**src/rtl/mult_pkg.sv**
```systemverilog
// Shared constants for the sequential shift-add multiplier:
// FSM state encoding and operand-mode selectors.
package mult_pkg;

  localparam logic [1:0] S_IDLE = 2'd0;
  localparam logic [1:0] S_RUN  = 2'd1;
  localparam logic [1:0] S_DONE = 2'd2;

  localparam logic MODE_UNSIGNED = 1'b0;
  localparam logic MODE_SIGNED   = 1'b1;

endpackage

```
**src/rtl/seq_multiplier_sm_if.sv**
```systemverilog
// Shared load/start bus and result signals of the
// sequential multiplier; master drives, slave is the unit.
interface seq_multiplier_sm_if #(
  parameter int N = 4
);

  logic           G;
  logic           LOADB;
  logic           LOADQ;
  logic           SIGNED_MODE;
  logic [N-1:0]   MULT_IN;
  logic [2*N-1:0] MULT_OUT;
  logic           MULT_FINISH;
  logic           BUSY;

  modport master (
    output G,
    output LOADB,
    output LOADQ,
    output SIGNED_MODE,
    output MULT_IN,
    input  MULT_OUT,
    input  MULT_FINISH,
    input  BUSY
  );

  modport slave (
    input  G,
    input  LOADB,
    input  LOADQ,
    input  SIGNED_MODE,
    input  MULT_IN,
    output MULT_OUT,
    output MULT_FINISH,
    output BUSY
  );

endinterface

```
**src/rtl/mult_datapath.sv**
```systemverilog
// B/Q/A registers, add/subtract and the {A,Q} right shifter,
// plus the product register written only on commit.
module mult_datapath
  import mult_pkg::*;
#(
  parameter int N = 4
) (
  input  logic           clk,
  input  logic           rst_n,
  input  logic           load_b,
  input  logic           load_q,
  input  logic           init,
  input  logic           step,
  input  logic           last,
  input  logic           commit,
  input  logic           mode_in,
  input  logic [N-1:0]   din,
  output logic [2*N-1:0] product
);

  logic [N-1:0] b;
  logic [N-1:0] q;
  logic [N:0]   a;
  logic [N:0]   ext_b;
  logic [N:0]   sum;
  logic         mode;
  logic         shift_in;

  // Signed mode subtracts on the last step: Q's MSB has weight -2^(N-1).
  always_comb begin
    ext_b = (mode == MODE_SIGNED) ? {b[N-1], b} : {1'b0, b};
    sum   = a;
    if (q[0]) begin
      if (mode == MODE_SIGNED && last)
        sum = a - ext_b;
      else
        sum = a + ext_b;
    end
    shift_in = (mode == MODE_SIGNED) ? sum[N] : 1'b0;
  end

  always_ff @(posedge clk or negedge rst_n) begin
    if (!rst_n) begin
      b       <= '0;
      q       <= '0;
      a       <= '0;
      mode    <= MODE_UNSIGNED;
      product <= '0;
    end else begin
      if (load_b)
        b <= din;
      if (load_q)
        q <= din;
      if (init) begin
        a    <= '0;
        mode <= mode_in;
      end
      if (step) begin
        a <= {shift_in, sum[N:1]};
        q <= {sum[0], q[N-1:1]};
      end
      if (commit)
        product <= {a[N-1:0], q};
    end
  end

endmodule

```
**src/rtl/seq_multiplier_sm.sv**
```systemverilog
// Sequential N-bit shift-add multiplier: FSM and step counter,
// driving load/init/step/commit strobes into the datapath.
module seq_multiplier_sm
  import mult_pkg::*;
#(
  parameter int N = 4
) (
  input logic             CLK,
  input logic             RESET_N,
  seq_multiplier_sm_if.slave bus
);

  localparam int CW = $clog2(N + 1);
  localparam logic [CW-1:0] N_CNT = CW'(N);

  logic [1:0]    state;
  logic [CW-1:0] cnt;
  logic          finish;
  logic          idle;
  logic          any_load;
  logic          start;
  logic          step;
  logic          last;
  logic          commit;

  assign idle     = (state == S_IDLE);
  assign any_load = idle & (bus.LOADB | bus.LOADQ);
  // A load in the same cycle as G takes priority; G is dropped.
  assign start    = idle & bus.G & ~(bus.LOADB | bus.LOADQ);
  assign step     = (state == S_RUN);
  assign last     = (cnt == CW'(1));
  assign commit   = (state == S_DONE);

  assign bus.BUSY        = ~idle;
  assign bus.MULT_FINISH = finish;

  always_ff @(posedge CLK or negedge RESET_N) begin
    if (!RESET_N) begin
      state  <= S_IDLE;
      cnt    <= '0;
      finish <= 1'b0;
    end else begin
      unique case (state)
        S_IDLE: begin
          if (any_load) begin
            finish <= 1'b0;
          end else if (start) begin
            finish <= 1'b0;
            cnt    <= N_CNT;
            state  <= S_RUN;
          end
        end
        S_RUN: begin
          cnt <= cnt - CW'(1);
          if (last)
            state <= S_DONE;
        end
        S_DONE: begin
          finish <= 1'b1;
          state  <= S_IDLE;
        end
        default: state <= S_IDLE;
      endcase
    end
  end

  mult_datapath #(
    .N(N)
  ) u_dp (
    .clk     (CLK),
    .rst_n   (RESET_N),
    .load_b  (idle & bus.LOADB),
    .load_q  (idle & bus.LOADQ),
    .init    (start),
    .step    (step),
    .last    (last),
    .commit  (commit),
    .mode_in (bus.SIGNED_MODE),
    .din     (bus.MULT_IN),
    .product (bus.MULT_OUT)
  );

endmodule

```
**src/flat_wrapper.sv**
```systemverilog
// flat-port wrapper written by rule: the top's interface ports become plain ports
module seq_multiplier_sm_flat import mult_pkg::*;
#(
  parameter int N = 4
)
  (CLK, RESET_N, bus_G, bus_LOADB, bus_LOADQ, bus_SIGNED_MODE, bus_MULT_IN, bus_MULT_OUT, bus_MULT_FINISH, bus_BUSY);
  seq_multiplier_sm_if #(.N(N)) bus_i ();
  input logic CLK;
  input logic RESET_N;
  input wire logic [$bits(bus_i.G)-1:0] bus_G;
  input wire logic [$bits(bus_i.LOADB)-1:0] bus_LOADB;
  input wire logic [$bits(bus_i.LOADQ)-1:0] bus_LOADQ;
  input wire logic [$bits(bus_i.SIGNED_MODE)-1:0] bus_SIGNED_MODE;
  input wire logic [$bits(bus_i.MULT_IN)-1:0] bus_MULT_IN;
  output wire logic [$bits(bus_i.MULT_OUT)-1:0] bus_MULT_OUT;
  output wire logic [$bits(bus_i.MULT_FINISH)-1:0] bus_MULT_FINISH;
  output wire logic [$bits(bus_i.BUSY)-1:0] bus_BUSY;
  assign bus_i.G = bus_G;
  assign bus_i.LOADB = bus_LOADB;
  assign bus_i.LOADQ = bus_LOADQ;
  assign bus_i.SIGNED_MODE = bus_SIGNED_MODE;
  assign bus_i.MULT_IN = bus_MULT_IN;
  assign bus_MULT_OUT = bus_i.MULT_OUT;
  assign bus_MULT_FINISH = bus_i.MULT_FINISH;
  assign bus_BUSY = bus_i.BUSY;
  seq_multiplier_sm #(.N(N)) u_core (.CLK(CLK), .RESET_N(RESET_N), .bus(bus_i));
endmodule
```
**config.mk**
```make
export PLATFORM = sky130hd
export DESIGN_NAME = seq_multiplier_sm_flat
export DESIGN_NICKNAME = d
export VERILOG_FILES = /design/src/rtl/mult_pkg.sv /design/src/rtl/seq_multiplier_sm_if.sv /design/src/rtl/mult_datapath.sv /design/src/rtl/seq_multiplier_sm.sv /design/src/flat_wrapper.sv
export SDC_FILE = /design/constraint.sdc
export NUM_CORES = 1
export LEC_CHECK = 0
export ABC_AREA = 1
export BUFFER_PORTS_ARGS = -buffer_cell sky130_fd_sc_hd__buf_4
export CAP_MARGIN = 10
export CORE_MARGIN = 3
export CORE_UTILIZATION = 45
export CTS_CLUSTER_DIAMETER = 30
export DETAILED_ROUTE_END_ITERATION = 10
export HOLD_SLACK_MARGIN = 0.06
export PLACE_DENSITY_LB_ADDON = 0.1
export SETUP_SLACK_MARGIN = 0.15
export SLEW_MARGIN = 5
export SYNTH_ARGS = -nofsm -noshare
export SYNTH_HDL_FRONTEND = slang
export SYNTH_HIERARCHICAL = 1
export SYNTH_SLANG_ARGS = --single-unit
```
**constraint.sdc**
```tcl
create_clock -name CLK -period 5.05 [get_ports CLK]
set_clock_uncertainty 0.15 [all_clocks]
set_input_delay 0.2525 -clock CLK [delete_from_list [all_inputs] [get_ports CLK]]
set_output_delay 0.2525 -clock CLK [all_outputs]
set_load 0.01 [all_outputs]
```
==> reports/qor.yml <==
timing:
  period_needed_ns: 2.60
  maxClockFrequency_mhz: 385
  layout_setup_ws_ns: 2.45
  setup-violations-final: 0
  setup-tns-final_ns: 0
  final-hold-violation-count: 0
  finalHoldWorstSlack_ns: 0.106
  report.final.slew_viol_count: 0
  max_slew_margin_vs_limit: 0.420
  final_cycle_share: 0.514
  rsz0062_at_grt: "no"
  worst_pin_slew_ns: 0.867
clocking:
  post_cts_resize_count: 0
  cts.sinks: 28
  worst_skew_pair.late_latency_ns: 0.32
  h-tree-depth: 1
  numCtsBuffers: 3
  cts_tree: "yes"
  clock-root-buffer: "clkbuf_4"
  post_cts_hold_buffer_count: 6
  worst_setup_hold_path_clk_slew_ns: 0.15
  postCtsSetupBuffers: 0
  cts_max_path_buffers: 2
global_route:
  via_count_of_the_first_global_routing_pass: 1155
  grt_overflow_total: 0
  grt_max_degree: 29
  grt_use_total: 0.151
  grt_first_pass_wirelength_mm: 4.90
  number_of_antenna_violations_at_the_first_check_in_global_routing: 0
setup_path:
  critical_path.startpoint_type: "flop"
  worst-setup-path-type: "flop to flop"
  setup.reg_to_reg.worst_slack_ns: 2.45
  cp-end-kind: "flop"
  worst-endpoint-required_ns: 5.13
  worstPathArrival_ns: 2.68
  critical_path.max_fanout: 4
floorplanning:
  floorplan.initialDensity: 0.478
  core_region_area_sq_um: 3100
  die_y_um: 63.4
  top_level_ports: 20
  number_of_placement_rows: 20
  die_area_sq_um: 4020
  die_width_um: 63.4
outcome:
  run_status: "finished, final reports clean"
layout:
  layout.nets: 224
  flow.area_growth_from_synthesis_pct: 20.1
  stdcell_count: 249
  drive_gt1_frac: 0.161
  antenna_cells_inserted: 0
  fillCellCount: 301
yosys:
  netlist_instances: 178
  synth.yosys.warnings: 6
  synth.yosys.seq_area_share: 0.473
  ys_ff_latch: 28
  synth_nets: 196
  postSynthAreaPerCell_sq_um: 8.33
  synth.distinct_cells: 23
  synth_area_sq_um: 1480
place:
  placement.io_buffers: 19
  dpl.cell_count: 239
  globalplace.congestion: 0.857
  dp_hpwl_mm: 2.09
  detailedPlace.worstSlack_ns: 2.48
routing:
  route.detailed.vias_per_inst: 4.80
  drt-wirelength-per-cell_um: 11.3
  postRouteAntennaNets: 0
  dr.first_iter.drc_count: 59
  drcViolationCount: 0
  length_of_the_first_detailed_routing_pass_in_iterations: 4
  totalWireLength_mm: 2.83
  detailroute.via_count: 1196
power_and_ir_drop:
  power_density_over_the_cells_nw_per_um2: 678
  worst_case_vdd_ir_drop_mv: 0.250
  power.total_mw: 1.21
  p_leak_nw: 0.924
flow_run:
  timing.max_cap.violations: 0
min_path:
  min-delay-path-class: "primary input to flop"
metrics by stage:
step / cell area [sq um] / util
final: 1780 / 0.574
after global placement: 1670 / 0.538
after CTS: 1780 / 0.574
after detailed placement: 1670 / 0.538
after global routing: 1780 / 0.574
after floorplan: 1480 / -
path summary, 6_finish.rpt:
| kind | from | end | cells past startpoint |
|---|---|---|---|
| setup / recovery | u_core/cnt[0]$_DFFE_PN0P_ | u_core/u_dp/a[3]$_DFFE_PN0P_ | 17 |
| hold / removal | bus_G | u_core/bus.MULT_FINISH$_DFFE_PN0P_ | 6 |
| setup reg to reg | u_core/cnt[0]$_DFFE_PN0P_ | u_core/u_dp/a[3]$_DFFE_PN0P_ | 17 |
| hold reg to reg | u_core/bus.MULT_FINISH$_DFFE_PN0P_ | u_core/bus.MULT_FINISH$_DFFE_PN0P_ | 2 |
| max in group asynchronous | RESET_N | u_core/u_dp/b[2]$_DFFE_PN0P_ | 2 |
| min in group asynchronous | RESET_N | u_core/u_dp/a[2]$_DFFE_PN0P_ | 2 |
routing by layer:
metal	track usage	up-vias	share of wire
met1	0.206	555	0.50
met2	0.248	17	0.47
met4	0.0404	0	0.0053
met3	0.0232	2	0.032
li1	-	622	-
met5	0	-	0
cell usage after synthesis:
cell | count | area, sq um
nand2_1 | 32 | 120
inv_1 | 31 | 116
dfrtp_1 | 28 | 701
nor2_1 | 19 | 71.3
o21ai_0 | 12 | 60.1
a21oi_1 | 10 | 50.1
nand3_1 | 10 | 50.1
ha_1 | 7 | 87.6
mux2_2 | 5 | 56.3
nor3_1 | 4 | 20.0
o22ai_1 | 4 | 25.0
xor2_1 | 3 | 26.3
inv_2 | 2 | 7.51
nand4_1 | 2 | 12.5
a31oi_1 | 1 | 6.26
buf_2 | 1 | 5.00
buf_4 | 1 | 7.51
fa_1 | 1 | 20.0
nand3b_1 | 1 | 7.51
nor2_4 | 1 | 11.3
o21ai_2 | 1 | 8.76
or2_0 | 1 | 6.26
or2_2 | 1 | 6.26
area by class of cell:
class | instances | area [sq um] | area share
repair buffers | 25 | 203 | 0.114
multi-input cells | 115 | 646 | 0.363
flip-flops and latches | 28 | 701 | 0.394
inverters | 33 | 124 | 0.0696
clock inverters | 1 | 30.0 | 0.0169
well taps | 44 | 55.1 | 0.0309
clock buffers | 3 | 22.5 | 0.0126
kinds of logic after synthesis:
logic type | synth area share
AO/OA/AOI/OAI | 0.101
flip-flops | 0.473
XOR/XNOR | 0.0177
multiplexers | 0.0380
adder cells (fa/ha/maj) | 0.0726
AND/OR/NAND/NOR | 0.206
buffers and inverters | 0.0920
placed cells by master (no fill, tap or decap), types with 2 or more instances in the layout:
cell / count
xor2_1: 3
inv_1: 31
mux2_2: 5
inv_2: 2
dlygate4sd3_1: 6
o21ai_0: 12
nand2_1: 32
nor3_1: 4
buf_4: 19
nand4_1: 2
o22ai_1: 4
clkbuf_4: 3
nand3_1: 10
dfrtp_1: 28
a21oi_1: 10
nor2_1: 19
ha_1: 7
sequential cells by signal (all words and copies together), names as in the netlist:
register and cells:
u_core/cnt 3, u_core/state 2, u_core/u_dp/mode 1, u_core/u_dp/b 4
u_core/bus.MULT_FINISH 1, u_core/u_dp/product 8, u_core/u_dp/a 5, u_core/u_dp/q 4
critical path, stage by stage (launching register included):
cell and delay, ns:
dfrtp_1 0.43, ha_1 0.20, inv_1 0.07, nor2_1 0.05, nand2_1 0.09, inv_1 0.08
a31oi_1 0.19, xor2_1 0.21, inv_1 0.06, ha_1 0.32, nand2_1 0.08, nand2_1 0.04
nor2_1 0.13, inv_1 0.05, nand2_1 0.08, nand4_1 0.10, nand3_1 0.12, o21ai_2 0.05
power breakdown:
group | internal, mW | total [mW] | switching, mW
registers | 0.328 | 0.405 | 0.0771
clock network | 0.0802 | 0.146 | 0.0662
logic | 0.281 | 0.656 | 0.376
total | 0.689 | 1.21 | 0.519
No activity file was read; power rests on OpenSTA's default activity.
